==> src/rtl/fa_bist_ctrl.sv <==
// BIST controller for the full-adder CUT: pattern source, 4-bit MISR compactor, golden-signature compare.
// Define FA_BIST_EXHAUSTIVE_EN for an 8-pattern binary-count sequence instead of the 7-state LFSR.
module fa_bist_ctrl #(
   parameter logic [2:0] SEED   = 3'b001,
`ifdef FA_BIST_EXHAUSTIVE_EN
   parameter logic [3:0] GOLDEN = 4'b1010
`else
   parameter logic [3:0] GOLDEN = 4'b0110
`endif
) (
   input  logic       clk,
   input  logic       rst,
   input  logic       start,
   output logic       cut_a,
   output logic       cut_b,
   output logic       cut_cin,
   input  logic       cut_sum,
   input  logic       cut_cout,
   output logic       busy,
   output logic       done,
   output logic       pass,
   output logic [3:0] signature
);

`ifdef FA_BIST_EXHAUSTIVE_EN
   localparam int         N_PAT    = 8;
   localparam logic [2:0] PAT_INIT = 3'b000;
`else
   localparam int         N_PAT    = 7;
   localparam logic [2:0] PAT_INIT = SEED;
`endif
   localparam logic [2:0] LAST_CNT = 3'(N_PAT - 1);

   typedef enum logic [1:0] {
      S_IDLE = 2'd0,
      S_RUN  = 2'd1,
      S_DONE = 2'd2
   } state_t;

   state_t     r_state;
   state_t     w_state_next;
   logic [2:0] r_pat;
   logic [2:0] r_cnt;
   logic [3:0] r_misr;
   logic       r_pass;
   logic [2:0] w_pat_next;
   logic [3:0] w_misr_next;
   logic       w_last;
   logic       w_launch;
   logic       w_capture;

   function automatic logic [2:0] next_pattern(input logic [2:0] p);
`ifdef FA_BIST_EXHAUSTIVE_EN
      return p + 3'd1;
`else
      return {p[1:0], p[2] ^ p[1]};
`endif
   endfunction

   function automatic logic [3:0] misr_step(input logic [3:0] m, input logic cout, input logic sum);
      logic [3:0] shifted;
      shifted = {m[2:0], m[3] ^ m[2]};
      return shifted ^ {2'b00, cout, sum};
   endfunction

   assign w_pat_next  = next_pattern(r_pat);
   assign w_misr_next = misr_step(r_misr, cut_cout, cut_sum);
   assign w_last      = (r_cnt == LAST_CNT);

   always_ff @(posedge clk) begin
      if (rst) begin
         r_state <= S_IDLE;
      end else begin
         r_state <= w_state_next;
      end
   end

   always_comb begin
      w_state_next = r_state;
      w_launch     = 1'b0;
      w_capture    = 1'b0;
      busy         = 1'b0;
      done         = 1'b0;
      case (r_state)
         S_IDLE: begin
            if (start) begin
               w_launch     = 1'b1;
               w_state_next = S_RUN;
            end
         end
         S_RUN: begin
            busy      = 1'b1;
            w_capture = 1'b1;
            if (w_last) begin
               w_state_next = S_DONE;
            end
         end
         S_DONE: begin
            done         = 1'b1;
            w_state_next = S_IDLE;
         end
         default: begin
            w_state_next = S_IDLE;
         end
      endcase
   end

   // Every RUN edge absorbs the response to the pattern currently on the CUT, then advances it.
   always_ff @(posedge clk) begin
      if (rst) begin
         r_pat  <= PAT_INIT;
         r_cnt  <= 3'd0;
         r_misr <= 4'd0;
         r_pass <= 1'b0;
      end else if (w_launch) begin
         r_pat  <= PAT_INIT;
         r_cnt  <= 3'd0;
         r_misr <= 4'd0;
         r_pass <= 1'b0;
      end else if (w_capture) begin
         r_pat  <= w_pat_next;
         r_cnt  <= r_cnt + 3'd1;
         r_misr <= w_misr_next;
         if (w_last) begin
            r_pass <= (w_misr_next == GOLDEN);
         end
      end
   end

   assign {cut_a, cut_b, cut_cin} = (r_state == S_RUN) ? r_pat : 3'b000;
   assign pass      = r_pass;
   assign signature = r_misr;

endmodule

==> config.mk <==
export PLATFORM = sky130hd
export DESIGN_NAME = fa_bist_ctrl
export DESIGN_NICKNAME = d
export VERILOG_FILES = /design/src/rtl/fa_bist_ctrl.sv
export SDC_FILE = /design/constraint.sdc
export NUM_CORES = 1
export LEC_CHECK = 0
export BUFFER_PORTS_ARGS = -buffer_cell sky130_fd_sc_hd__buf_2
export CAP_MARGIN = 40
export CORE_MARGIN = 2
export CORE_UTILIZATION = 40
export DETAILED_ROUTE_END_ITERATION = 12
export PLACE_DENSITY_LB_ADDON = 0.2
export SLEW_MARGIN = 25
export SYNTH_ARGS = -nofsm -noshare
export SYNTH_HDL_FRONTEND = slang
export SYNTH_SLANG_ARGS = --single-unit
==> constraint.sdc <==
create_clock -name clk -period 1.2 [get_ports clk]
set_input_delay 0.24 -clock clk [delete_from_list [all_inputs] [get_ports clk]]
set_output_delay 0.24 -clock clk [all_outputs]
set_load 0.01 [all_outputs]
; Yosys cells after proc, flatten, opt, wreduce, memory -nomap -nowiden
; Index checks and enable logic that the tools add are counted.
[word_totals]
elab_cells = 27
regBits = 13
input_bits = 5
[op_classes]
muxes = 8
eq_ne = 6
bitwise_logic = 3
add_sub_neg = 1
n_reduce_logical = 4
[ops]
columns = op, n
row1 = "4-bit by 3-bit equality test with 1-bit output, second input constant", 1
row2 = 1-bit two-way mux, 4
row3 = 2-bit two-way mux, 2
row4 = "2-bit != test, second input constant", 2
row5 = 2-bit one-hot mux with 2 select lines, 1
row6 = 2-bit AND reduction, 2
row7 = 4-bit by 2-bit bitwise XOR with 4-bit output, 1
row8 = "3-bit by 1-bit adder with 3-bit output, second input constant", 1
row9 = "3-bit equality test, second input constant", 1
row10 = 3-bit two-way mux, 1
row11 = "2-bit by 1-bit equality test with 1-bit output, second input constant", 1
row12 = "2-bit equality test, second input constant", 1
row13 = 2-bit zero test, 1
row14 = 2-bit OR reduction, 1
row15 = 1-bit bitwise XOR, 2

; Longest topological paths before layout
[depth]
depth_word = 3
mapped_depth = 5
depth_no_buf = 5

; Worst setup path before layout
; No wires, ideal clock.
[synth_timing]
kind = register to output
from = register r_state[1]
to = output port cut_a
arrival_time_ns = 0.967
slack_ns = -0.007
required_ns = 0.960
path_stages_with_launch = 5
path_cell_list = dfxtp_1 > nand2b_2 > inv_1 > buf_2 > and2_1
[synth_via]
elab_chain_cells = 2
[synth_rtl]
columns = item, line
row1 = from (decl), 40  ; state_t r_state;
row2 = from (signal assigned), 74  ; r_state <= w_state_next;
row3 = 2-bit by 1-bit equality test with 1-bit output, 130  ; assign {cut_a, cut_b, cut_cin} = (r_state == S_RUN) ? r_pat : 3'b000;
row4 = 3-bit two-way mux, 130
row5 = to (decl), 14  ; output logic cut_a,
; No other way between the ends.

; Final worst setup path
; Ends and elaborated chain as after synthesis.

==> results.py <==
metrics = {
    "outcome": {
        "status": "complete, but fails checks",
        "violations": "negative setup slack",
    },
    "setup_path": {
        "reg2reg_slack_ns": -0.06,
        "cpLargestDelayFamily": "flip-flops",
        "r2r_start": "r_state[1]",
        "end_kind": "output pin",
        "cp_slowest_cell": "dfxtp_2",
        "path_class": "flip-flop to output pin",
        "cp_num_buf_inv": 2,
        "cp_max_fo": 5,
        "cp_data_required_time_ns": 0.96,
        "max_stage_delay_ns": 0.33,
        "reg2reg_to": "signature[0]",
        "cp_cell_sequence": "nand2b_4 > inv_4 > and2_4 > buf_6",
        "rr_worst_depth": 5,
        "cp.arrival_ns": 1.06,
        "start_kind": "flip-flop",
    },
    "floorplan": {
        "die_h_um": 42.6,
        "ios": 15,
        "placementRows": 13,
        "core_area_mm2": 0.00135,
        "die_w_um": 42.6,
        "die_area_mm2": 0.00182,
        "start_util": 0.442,
    },
    "global_route": {
        "grt_max_degree": 9,
        "grt-ovfl-total": 0,
        "grt_pass1_vias": 484,
        "track_usage": 0.157,
        "grt_pass1_wl_um": 2060,
        "antenna_found_initial": 0,
    },
    "detailed_routing": {
        "drt-pass1-iter-count": 2,
        "routed_via_density": 4.92,
        "drtAntennaViolNets": 0,
        "via_count": 546,
        "routedWlPerCell_um": 11.8,
        "drt_wl_total_um": 1310,
        "dr.first_iter.drc_count": 2,
        "route.detailed.drc": 0,
    },
    "yosys": {
        "synth_area_leaders": "dfxtp_1 44%, nand2_1 6.3%, xnor2_1 5.9%",
        "synth_top_area_cell": "dfxtp_1",
        "synth_top_family_by_area": "simple AND/OR/NAND/NOR gates",
        "synth_simple_gate_area_frac": 0.241,
        "synth.distinct_cells": 27,
        "ys_seq_area_frac": 0.436,
        "yosys.area_share.adder": 0.0419,
        "syn_area_um2": 597,
        "syn-instance-count": 69,
        "synthXorXnorAreaFrac": 0.0734,
        "synth_nets": 76,
        "ys_seq_elements": 13,
        "synth.top_cell.area_share": 0.436,
        "synthMuxAreaShare": 0,
        "avgSynthCellArea_um2": 8.65,
        "yosysWarnings": 0,
        "synth_compound_area_frac": 0.124,
    },
    "cts": {
        "cts_buffer_depth": 2,
        "clock_sinks": 13,
        "cts_tree": "yes",
        "cts_buffers": 3,
        "clk_pin_slew_ns": 0.07,
        "h-tree-depth": 1,
        "cts_hold_buf": 0,
        "insertion_delay_ns": 0.28,
        "cts_root_buffer": "clkbuf_4",
    },
    "placement": {
        "hpwl_um": 870,
        "gp_congestion": 0.761,
        "numPortBuffers": 14,
        "place_inst": 99,
    },
    "cells_and_area": {
        "area_growth_pct": 41.9,
        "drive_gt1_frac": 0.490,
        "diodes": 0,
        "fin_util": 0.627,
        "fin_cells": 111,
        "nNetsFinal": 104,
    },
    "pwr": {
        "vdd_drop_max_mv": 0.481,
        "power_density_mw_per_mm2": 1040,
        "p_leak_nw": 0.378,
    },
    "sta": {
        "fin_worst_skew_ns": 0.00320,
        "tightestPinTransition_ns": 0.236,
        "setup_viol": 8,
        "setup_ws_ns": -0.0989,
        "holdWs_ns": 0.147,
        "period_share": 1.08,
        "fmax_mhz": 770,
        "slew_viol_final": 0,
        "slew_headroom": 0.841,
        "fin_crit_ns": 1.30,
        "rsz0062_at_grt": "yes",
        "hold_violations": 0,
    },
    "worst_hold_path": {
        "hold_start": "rst",
        "hold_class": "input pin to flip-flop",
        "hold_path_depth": 2,
        "whs_endpoint": "r_state[1]",
    },
    "flow_run": {
        "maxCapViolations": 0,
    },
}
[cell usage after synthesis]
library cell,n
nand3b_1,1
ha_1,2
a211o_2,1
a21o_1,1
dfxtp_1,13
clkbuf_1,1
nand4b_1,1
nand2b_2,1
o21ai_0,2
buf_2,1
buf_6,1
nor2_1,6
inv_1,4
nand2_1,10
a31oi_1,1
xnor2_1,4
buf_4,2
and2_1,1
and4b_2,1
a21oi_1,5
or3_1,1
xor2_1,1
a211oi_1,2
nor3_1,2
nor2b_1,1
and2b_2,1
nand3_1,2
[logic make-up (layout without fill, tap and decap cells)]
logic type,Yosys count,after routing
compound gates,12,12
xor+xnor,5,5
fa+ha+maj,2,2
buf+inv,9,36
flops,13,13
simple gates,28,28
[state kept, by name (all words and copies together), names as in the netlist]
register / flops
pass: 1
signature: 4
r_cnt: 3
r_state: 2
r_pat: 3
[metal layers]
| metal | track usage | vias up | share of wire |
|---|---|---|---|
| met2 | 0.239 | 13 | 0.49 |
| met4 | 0.0750 | 0 | 0.023 |
| li1 | - | 279 | - |
| met5 | 0 | - | 0 |
| met3 | 0.0776 | 5 | 0.052 |
| met1 | 0.181 | 249 | 0.44 |
[timing repair]
item / CTS / global route
setup endpoints to repair: 5 / 9
setup buffers: 5 / 3
resized for setup: 11 / 9
pin swaps: 2 / 2
[worst register-to-register path, stage by stage, from the launching register on]
cell	delay [ns]
dfxtp_2	0.33
nand2b_4	0.15
buf_4	0.14
buf_6	0.12
or3_1	0.34
a31oi_1	0.12
[where the power goes]
group,internal (mW),switching [mW]
clock network,0.129,0.137
logic,0.0776,0.0686
registers,0.448,0.0167
total,0.655,0.222
[placed cells by master, fill, tap and decap left out, types with 4 or more instances in the layout]
cell,n
nand2_2,4
buf_6,6
buf_4,11
buf_2,11
xnor2_1,4
dfxtp_1,10
nand2_1,6
nor2_1,6
[worst max path at each step]
| stage | end | cells after the start | slack, ns | from |
|---|---|---|---|---|
| 2_1_floorplan | signature[0] | 4 | 0.03 | r_state[1] |
| 3_3_place_gp | signature[0] | 5 | 0.05 | r_state[0] |
| 3_5_place_dp | cut_cin | 5 | 0.02 | r_state[0] |
| 4_1_cts | cut_a | 4 | -0.1 | r_state[1] |
| 5_1_grt | cut_cin | 5 | -0.16 | r_state[1] |
| 6_report | cut_a | 4 | -0.1 | r_state[1] |
[area by class of cell]
class                           instances  area [µm²]
Fill cell                             114         503
Clock buffer                            4        26.3
Sequential cell                        13         264
Tap cell                               15        18.8
Inverter                                4        17.5
Timing Repair Buffer                   28         205
Multi-Input combinational cell         47         315
[per-stage QoR]
step | power (mW) | worst slack (ns) | cell area (µm²) | TNS, ns
3_5_place_dp | 0.582 | 0.0178 | 696 | 0
3_3_place_gp | 0.579 | 0.0542 | 696 | 0
5_1_grt | 0.932 | -0.161 | 847 | -1.01
4_1_cts | 0.865 | -0.0956 | 793 | -0.396
2_1_floorplan | 0.545 | 0.0304 | 599 | 0
6_report | 0.877 | -0.0989 | 847 | -0.594
(Power assumes the default switching activity.)
